### config.mk
export PLATFORM = sky130hd
export DESIGN_NAME = ws2812_rx
export DESIGN_NICKNAME = d
export VERILOG_FILES = /design/src/rtl/ws2812_pkg.sv /design/src/rtl/ws2812_rx_din_sync.sv /design/src/rtl/ws2812_rx.sv
export SDC_FILE = /design/constraint.sdc
export NUM_CORES = 1
export LEC_CHECK = 0
export BUFFER_PORTS_ARGS = -buffer_cell sky130_fd_sc_hd__buf_4
export CORE_MARGIN = 3
export CORE_UTILIZATION = 55
export CTS_BUF_LIST = sky130_fd_sc_hd__clkbuf_2 sky130_fd_sc_hd__clkbuf_4 sky130_fd_sc_hd__clkbuf_8
export DETAILED_ROUTE_END_ITERATION = 8
export GPL_ROUTABILITY_DRIVEN = 0
export MAX_ROUTING_LAYER = met4
export PLACE_DENSITY = 0.87
export SLEW_MARGIN = 20
export SYNTH_ARGS = -nofsm -noshare
export SYNTH_HDL_FRONTEND = slang
export SYNTH_SLANG_ARGS = --single-unit
### constraint.sdc
create_clock -name CLK -period 2.2 [get_ports CLK]
set_input_delay 0.44 -clock CLK [delete_from_list [all_inputs] [get_ports CLK]]
set_output_delay 0.44 -clock CLK [all_outputs]
set_load 0.05 [all_outputs]
### src/rtl/ws2812_pkg.sv
// Shared WS2812 definitions for the receiver and the existing transmitter.
// Holds clock-derived pulse timing constants (in clocks) and the receiver
// FSM state encoding.
package ws2812_pkg;

    localparam int unsigned DEFAULT_CLK_HZ = 12000000;

    // Truncating conversion of a duration in ns to whole clock periods.
    function automatic int unsigned ns_to_clks(input int unsigned clk_hz,
                                               input int unsigned ns);
        longint unsigned prod;
        prod = longint'(clk_hz) * longint'(ns);
        return int'(prod / 64'd1000000000);
    endfunction

    function automatic int unsigned t0h_clks(input int unsigned clk_hz);
        return ns_to_clks(clk_hz, 350);
    endfunction

    function automatic int unsigned t1h_clks(input int unsigned clk_hz);
        return ns_to_clks(clk_hz, 700);
    endfunction

    // Decision point between the 0 and 1 high times.
    function automatic int unsigned bit_thresh_clks(input int unsigned clk_hz);
        return ns_to_clks(clk_hz, 600);
    endfunction

    // 50 us reset/latch low time.
    function automatic int unsigned latch_clks(input int unsigned clk_hz);
        return ns_to_clks(clk_hz, 50000);
    endfunction

    localparam int unsigned T0H          = t0h_clks(DEFAULT_CLK_HZ);
    localparam int unsigned T1H          = t1h_clks(DEFAULT_CLK_HZ);
    localparam int unsigned BIT_THRESH   = bit_thresh_clks(DEFAULT_CLK_HZ);
    localparam int unsigned LATCH_CYCLES = latch_clks(DEFAULT_CLK_HZ);

    typedef enum logic [1:0] {
        WAIT_LATCH = 2'd0,
        IDLE_LOW   = 2'd1,
        HIGH       = 2'd2
    } ws_state_t;

endpackage

### src/rtl/ws2812_rx_din_sync.sv
// din_sync: two-flop synchronizer for the asynchronous WS2812 data line plus
// edge detection on the synchronized level.
//   CLK   system clock
//   RST   synchronous active-high reset
//   DIN   asynchronous serial data line
//   din_s synchronized level (2 clocks behind DIN)
//   rise  one-cycle pulse on the first synchronized high cycle
//   fall  one-cycle pulse on the first synchronized low cycle
module din_sync (
    input  logic CLK,
    input  logic RST,
    input  logic DIN,
    output logic din_s,
    output logic rise,
    output logic fall
);

    logic meta;
    logic sync;
    logic prev;

    always_ff @(posedge CLK) begin
        if (RST) begin
            meta <= 1'b0;
            sync <= 1'b0;
            prev <= 1'b0;
        end else begin
            meta <= DIN;
            sync <= meta;
            prev <= sync;
        end
    end

    assign din_s = sync;
    assign rise  = sync & ~prev;
    assign fall  = ~sync & prev;

endmodule

### src/rtl/ws2812_rx.sv
// ws2812_rx: WS2812 serial pixel receiver.
// Measures each high pulse on DIN, classifies it as 0/1 bit (or glitch /
// overlong error), assembles 24-bit GRB words and presents them as RGB with
// their frame position. A long low gap ends the frame.
//   CLK          system clock
//   RST          synchronous active-high reset
//   DIN          asynchronous WS2812 data line
//   r/g/b_value  colour bytes of the last pixel received (held)
//   pixel_index  frame position of the pixel on r/g/b_value
//   pixel_valid  one-cycle strobe qualifying r/g/b_value and pixel_index
//   frame_done   one-cycle strobe on each detected latch gap
//   error        sticky: glitch, overlong high or partial pixel
//   overflow     sticky: more than MAX_PIXELS pixels in one frame
module ws2812_rx
    import ws2812_pkg::*;
#(
    parameter int unsigned CLK_HZ       = DEFAULT_CLK_HZ,
    parameter int unsigned BIT_THRESH   = bit_thresh_clks(CLK_HZ),
    parameter int unsigned MIN_HIGH     = 2,
    parameter int unsigned MAX_HIGH     = 18,
    parameter int unsigned LATCH_CYCLES = latch_clks(CLK_HZ),
    parameter int unsigned MAX_PIXELS   = 10
) (
    input  logic       CLK,
    input  logic       RST,
    input  logic       DIN,
    output logic [7:0] r_value,
    output logic [7:0] g_value,
    output logic [7:0] b_value,
    output logic [3:0] pixel_index,
    output logic       pixel_valid,
    output logic       frame_done,
    output logic       error,
    output logic       overflow
);

    localparam int unsigned LW = $clog2(LATCH_CYCLES + 1);
    localparam int unsigned HW = $clog2(MAX_HIGH + 2);

    localparam logic [LW-1:0] LATCH_END = LW'(LATCH_CYCLES);
    localparam logic [LW-1:0] LATCH_PRE = LW'(LATCH_CYCLES - 1);
    localparam logic [HW-1:0] HIGH_SAT  = HW'(MAX_HIGH + 1);
    localparam logic [HW-1:0] HIGH_MIN  = HW'(MIN_HIGH);
    localparam logic [HW-1:0] HIGH_THR  = HW'(BIT_THRESH);
    localparam logic [3:0]    LAST_IDX  = 4'(MAX_PIXELS - 1);

    logic din_s;
    logic rise;
    logic fall;

    din_sync u_din_sync (
        .CLK   (CLK),
        .RST   (RST),
        .DIN   (DIN),
        .din_s (din_s),
        .rise  (rise),
        .fall  (fall)
    );

    ws_state_t     state;
    ws_state_t     state_n;
    logic [LW-1:0] low_cnt;
    logic [HW-1:0] high_cnt;
    logic [23:0]   shift;
    logic [4:0]    bit_cnt;
    logic [3:0]    pix_idx;
    logic          pix_full;   // MAX_PIXELS already delivered this frame
    logic          pix_load;   // complete word sitting in shift
    logic          frame_err;  // error raised since the frame started
    logic          frame_ovf;  // overflow raised since the frame started

    logic take_bit;
    logic bit_val;
    logic glitch;
    logic timeout;
    logic frame_end;
    logic frame_start;

    always_comb begin
        state_n     = state;
        take_bit    = 1'b0;
        bit_val     = 1'b0;
        glitch      = 1'b0;
        timeout     = 1'b0;
        frame_end   = 1'b0;
        frame_start = 1'b0;
        case (state)
            WAIT_LATCH: begin
                if (!rise && low_cnt == LATCH_END) begin
                    state_n     = IDLE_LOW;
                    frame_start = 1'b1;
                end
            end
            IDLE_LOW: begin
                if (rise) begin
                    state_n = HIGH;
                end else if (!din_s && low_cnt == LATCH_PRE) begin
                    // Counter reaches LATCH_CYCLES on this edge and then
                    // saturates, so this fires once per gap.
                    frame_end = 1'b1;
                end
            end
            HIGH: begin
                // Saturation is checked before the falling edge so a high of
                // exactly MAX_HIGH+1 clocks is rejected.
                if (high_cnt == HIGH_SAT) begin
                    timeout = 1'b1;
                    state_n = WAIT_LATCH;
                end else if (fall) begin
                    state_n = IDLE_LOW;
                    if (high_cnt < HIGH_MIN) begin
                        glitch = 1'b1;
                    end else begin
                        take_bit = 1'b1;
                        bit_val  = (high_cnt >= HIGH_THR);
                    end
                end
            end
            default: state_n = WAIT_LATCH;
        endcase
    end

    always_ff @(posedge CLK) begin
        if (RST) begin
            state       <= WAIT_LATCH;
            low_cnt     <= '0;
            high_cnt    <= '0;
            shift       <= '0;
            bit_cnt     <= '0;
            pix_idx     <= '0;
            pix_full    <= 1'b0;
            pix_load    <= 1'b0;
            frame_err   <= 1'b0;
            frame_ovf   <= 1'b0;
            r_value     <= '0;
            g_value     <= '0;
            b_value     <= '0;
            pixel_index <= '0;
            pixel_valid <= 1'b0;
            frame_done  <= 1'b0;
            error       <= 1'b0;
            overflow    <= 1'b0;
        end else begin
            state       <= state_n;
            pixel_valid <= 1'b0;
            frame_done  <= 1'b0;
            pix_load    <= 1'b0;

            if (din_s) begin
                low_cnt <= '0;
            end else if (low_cnt != LATCH_END) begin
                low_cnt <= low_cnt + LW'(1);
            end

            if (state == IDLE_LOW && rise) begin
                high_cnt <= HW'(1);
            end else if (state == HIGH && din_s && high_cnt != HIGH_SAT) begin
                high_cnt <= high_cnt + HW'(1);
            end

            if (glitch || timeout) begin
                error     <= 1'b1;
                frame_err <= 1'b1;
            end

            if (timeout) begin
                shift    <= '0;
                bit_cnt  <= '0;
                pix_idx  <= '0;
                pix_full <= 1'b0;
            end

            if (frame_start) begin
                frame_err <= 1'b0;
                frame_ovf <= 1'b0;
            end

            if (take_bit) begin
                shift <= {shift[22:0], bit_val};
                if (bit_cnt == 5'd23) begin
                    bit_cnt  <= '0;
                    pix_load <= 1'b1;
                end else begin
                    bit_cnt <= bit_cnt + 5'd1;
                end
            end

            // Word is unpacked one clock after its last bit; wire order GRB.
            if (pix_load) begin
                g_value     <= shift[23:16];
                r_value     <= shift[15:8];
                b_value     <= shift[7:0];
                pixel_index <= pix_idx;
                pixel_valid <= 1'b1;
                if (pix_full) begin
                    overflow  <= 1'b1;
                    frame_ovf <= 1'b1;
                end else if (pix_idx == LAST_IDX) begin
                    pix_full <= 1'b1;
                end else begin
                    pix_idx <= pix_idx + 4'd1;
                end
            end

            if (frame_end) begin
                frame_done <= 1'b1;
                pix_idx    <= '0;
                pix_full   <= 1'b0;
                frame_err  <= 1'b0;
                frame_ovf  <= 1'b0;
                if (bit_cnt != 5'd0) begin
                    error   <= 1'b1;
                    bit_cnt <= '0;
                    shift   <= '0;
                end else if (!frame_err && !frame_ovf) begin
                    error    <= 1'b0;
                    overflow <= 1'b0;
                end
            end
        end
    end

endmodule

==> results.toml <==
[cells_and_area]
final_area_um2 = 4197
fin_nets = 427
drive_gt1_share_pct = 17.54
area_growth_pct = 14.63
diodes = 0

[logic_synthesis]
ys_seq_elements = 89
synth.distinct_cells = 54
postSynthAreaPerCell_um2 = 9.559
synth_top_area_share_pct = 48.67
synth_flop_cell = "dfxtp_1"
synth_edf_count = 0
ys_seq_area_share_pct = 48.67
synthTopCellsByArea = "dfxtp_1, mux2i_1, nor2_1"
async_flop_share_pct = 0
yosys_warnings = 0
synth_cells = 383
synthesis.nets = 393
synth_largest_area_cell = "dfxtp_1"
synth_area_um2 = 3661

[drt]
drt-initial-drc-count = 225
vias_per_cell = 5.888
dr.pass1.iters = 4
post_drt_wl_per_cell_um = 14.99
final_antenna_net_count = 0
routed_wl_um = 7480
drcViolationCount = 0
vias = 2938

[global_route]
grt_max_degree = 45
grt_first_pass_wirelength_um = 12340
grt_pass1_vias = 2663
antenna_found_initial = 0
grt_usage_pct = 20.94
grt-ovfl-total = 0

[critical_path]
start_kind = "flip-flop"
path_max_fanout = 14
critical_path_required_ps = 2510
arrival_ps = 2370
path_class = "reg2reg"
end_kind = "flip-flop"

[floorplan]
fp.dieH_um = 87.59
die_area_um2 = 7671
rows = 29
ioPinCount = 35
initial_core_util_pct = 57.33
core-area_um2 = 6386
dieWidth_um = 87.59

[clock_network]
postCtsHoldBufs = 0
cts_root_buffer = "clkbuf_8"
clk_pin_slew_worst_paths_ps = 100
cts_tree = "yes"
htree_levels = 3
cts_sinks = 89
postCtsSetupBuffers = 0
clk_latency_ps = 360
cts_inserted_buffers = 9
clockBufferDepth = 2

[timing]
maxSlewViolCount = 0
max_slew_margin_pct = 37.91
fin_crit_ps = 2062
worst_clock_skew_ps = 11.92
worst_pin_slew_ps = 926.3
hold_viol_final = 0
fin_crit_sh_pct = 93.71
rsz0062_at_grt = "no"
setup-tns-final_ps = 0
timing.fmax_mhz = 485.0
setup_viol = 0

[power]
ir_worst_vdd_mv = 0.5318
p_leak_nw = 1.558
cellPowerDensity_nw_per_um2 = 674.9

[outcome]
status = "finished clean"

[placed_design]
dpl.hpwl_um = 4814
portBuffers = 34
placed_area_um2 = 3976

[job]
cap_violations = 0

[hold_path]
hold_path_class = "in2reg"
[critical path: stages, from the launching register on]
cell      delay, ps
dfxtp_1         380
ha_1            220
nor4bb_1        140
buf_4           180
nor3_2          740
a22oi_1         230
nor2_1          120
[cell usage after synthesis (all sizes together) (2+ instances only)]
cell / number
dfxtp: 89
nor2: 70
mux2i: 31
a22oi: 25
a21oi: 16
nand2: 16
nor2b: 12
buf: 11
clkbuf: 11
inv: 8
nor3: 8
ha: 7
nand4: 7
xor2: 7
nand2b: 6
nand3: 6
nand3b: 4
nor3b: 4
o21ai: 4
and4bb: 3
or4: 3
xnor2: 3
a211oi: 2
a21o: 2
a31oi: 2
nand4bb: 2
nor4: 2
o211ai: 2
or2: 2
[state kept, by name, indices dropped and copies added, names as in the netlist, 2 cells and up]
signal,flops
r_value,8
bit_cnt,5
high_cnt,5
shift,24
state,2
g_value,8
pixel_index,4
low_cnt,10
b_value,8
pix_idx,4
[layer usage]
layer  wire length [um]  track usage, %  vias up  share of wire (%)
met5                  0               -        -                  0
met4                104           8.508        0                1.4
met3                385           3.669       11                5.1
met2               3576           33.70       75                 48
met1               3413           26.03     1431                 46
li1                   -               -     1421                  -
[area by class of cell]
type | instances | area (um^2)
clock buffers | 10 | 131.4
clock inverters | 6 | 72.57
fillers | 508 | 2190
inverters | 8 | 30.03
multi-input cells | 265 | 1753
flip-flops and latches | 89 | 1783
well taps | 77 | 96.34
repair buffers | 44 | 330.3
[per-stage QoR]
step                      utilization, %  worst slack (ps)  std cells  hold WS [ps]  total power [mW]
after floorplan                        -             502.0        383         413.8             1.702
after CTS                          65.46             23.75        498         278.4             2.850
after global placement             62.26             132.0        482         419.8             1.712
after detailed placement           62.26             42.89        482         430.1             1.716
after global routing               65.71             11.18        499         286.1             2.923
final                              65.71             138.3        499         287.0             2.832
[cell usage in the layout (no fill, tap or decap), types with 2 or more instances in the layout]
| cell | synthesis | layout |
|---|---|---|
| dfxtp_1 | 89 | 88 |
| nor2_1 | 70 | 70 |
| buf_4 | 1 | 44 |
| mux2i_1 | 31 | 31 |
| a22oi_1 | 24 | 24 |
| nand2_1 | 16 | 16 |
| a21oi_1 | 15 | 15 |
| nor2b_1 | 12 | 12 |
| clkbuf_8 | 0 | 9 |
| inv_1 | 8 | 8 |
| nand4_1 | 7 | 7 |
| xor2_1 | 7 | 7 |
| nor3_1 | 7 | 7 |
| ha_1 | 7 | 7 |
| nand2b_1 | 6 | 6 |
| nand3_1 | 6 | 6 |
| o21ai_0 | 4 | 4 |
| nor3b_1 | 4 | 4 |
| nand3b_1 | 4 | 4 |
| and4bb_2 | 3 | 3 |
| xnor2_1 | 3 | 3 |
| inv_6 | 0 | 3 |
| nand4bb_1 | 2 | 2 |
| or2_2 | 2 | 2 |
| or4_1 | 2 | 2 |
| a21o_1 | 2 | 2 |
| a31oi_1 | 2 | 2 |
| o211ai_1 | 2 | 2 |
| a211oi_1 | 2 | 2 |
[worst paths after layout]
kind / from / endpoint / slack [ps] / depth (start not counted)
max reg2reg: high_cnt[1]$_SDFFE_PP0P_ / shift[10]$_SDFF_PP0_ / 140 / 6
max: high_cnt[1]$_SDFFE_PP0P_ / shift[10]$_SDFF_PP0_ / 140 / 6
min reg2reg: u_din_sync.meta$_SDFF_PP0_ / u_din_sync.din_s$_SDFF_PP0_ / 450 / 1
min: DIN / u_din_sync.meta$_SDFF_PP0_ / 290 / 2
[power breakdown]
group | switching [mW] | internal, mW
Sequential | 0.00689 | 1.62
Clock | 0.602 | 0.552
Combinational | 0.0384 | 0.0175
[cell families (layout without fill, tap and decap cells)]
family | after synthesis | in the layout | share of synthesized area [%]
simple gates | 151 | 152 | 21.33
flops | 89 | 89 | 48.67
compound gates | 64 | 64 | 12.44
mux | 32 | 32 | 8.783
buf+inv | 30 | 68 | 3.999
xor+xnor | 10 | 10 | 2.393
fa+ha+maj | 7 | 7 | 2.392
[repair_timing]
action	in CTS	in global routing
endpoints found under the setup margin	0	27
hold endpoints to repair	0	0
gates resized for setup	0	1
Note: power is estimated with default switching activity, not from simulation.
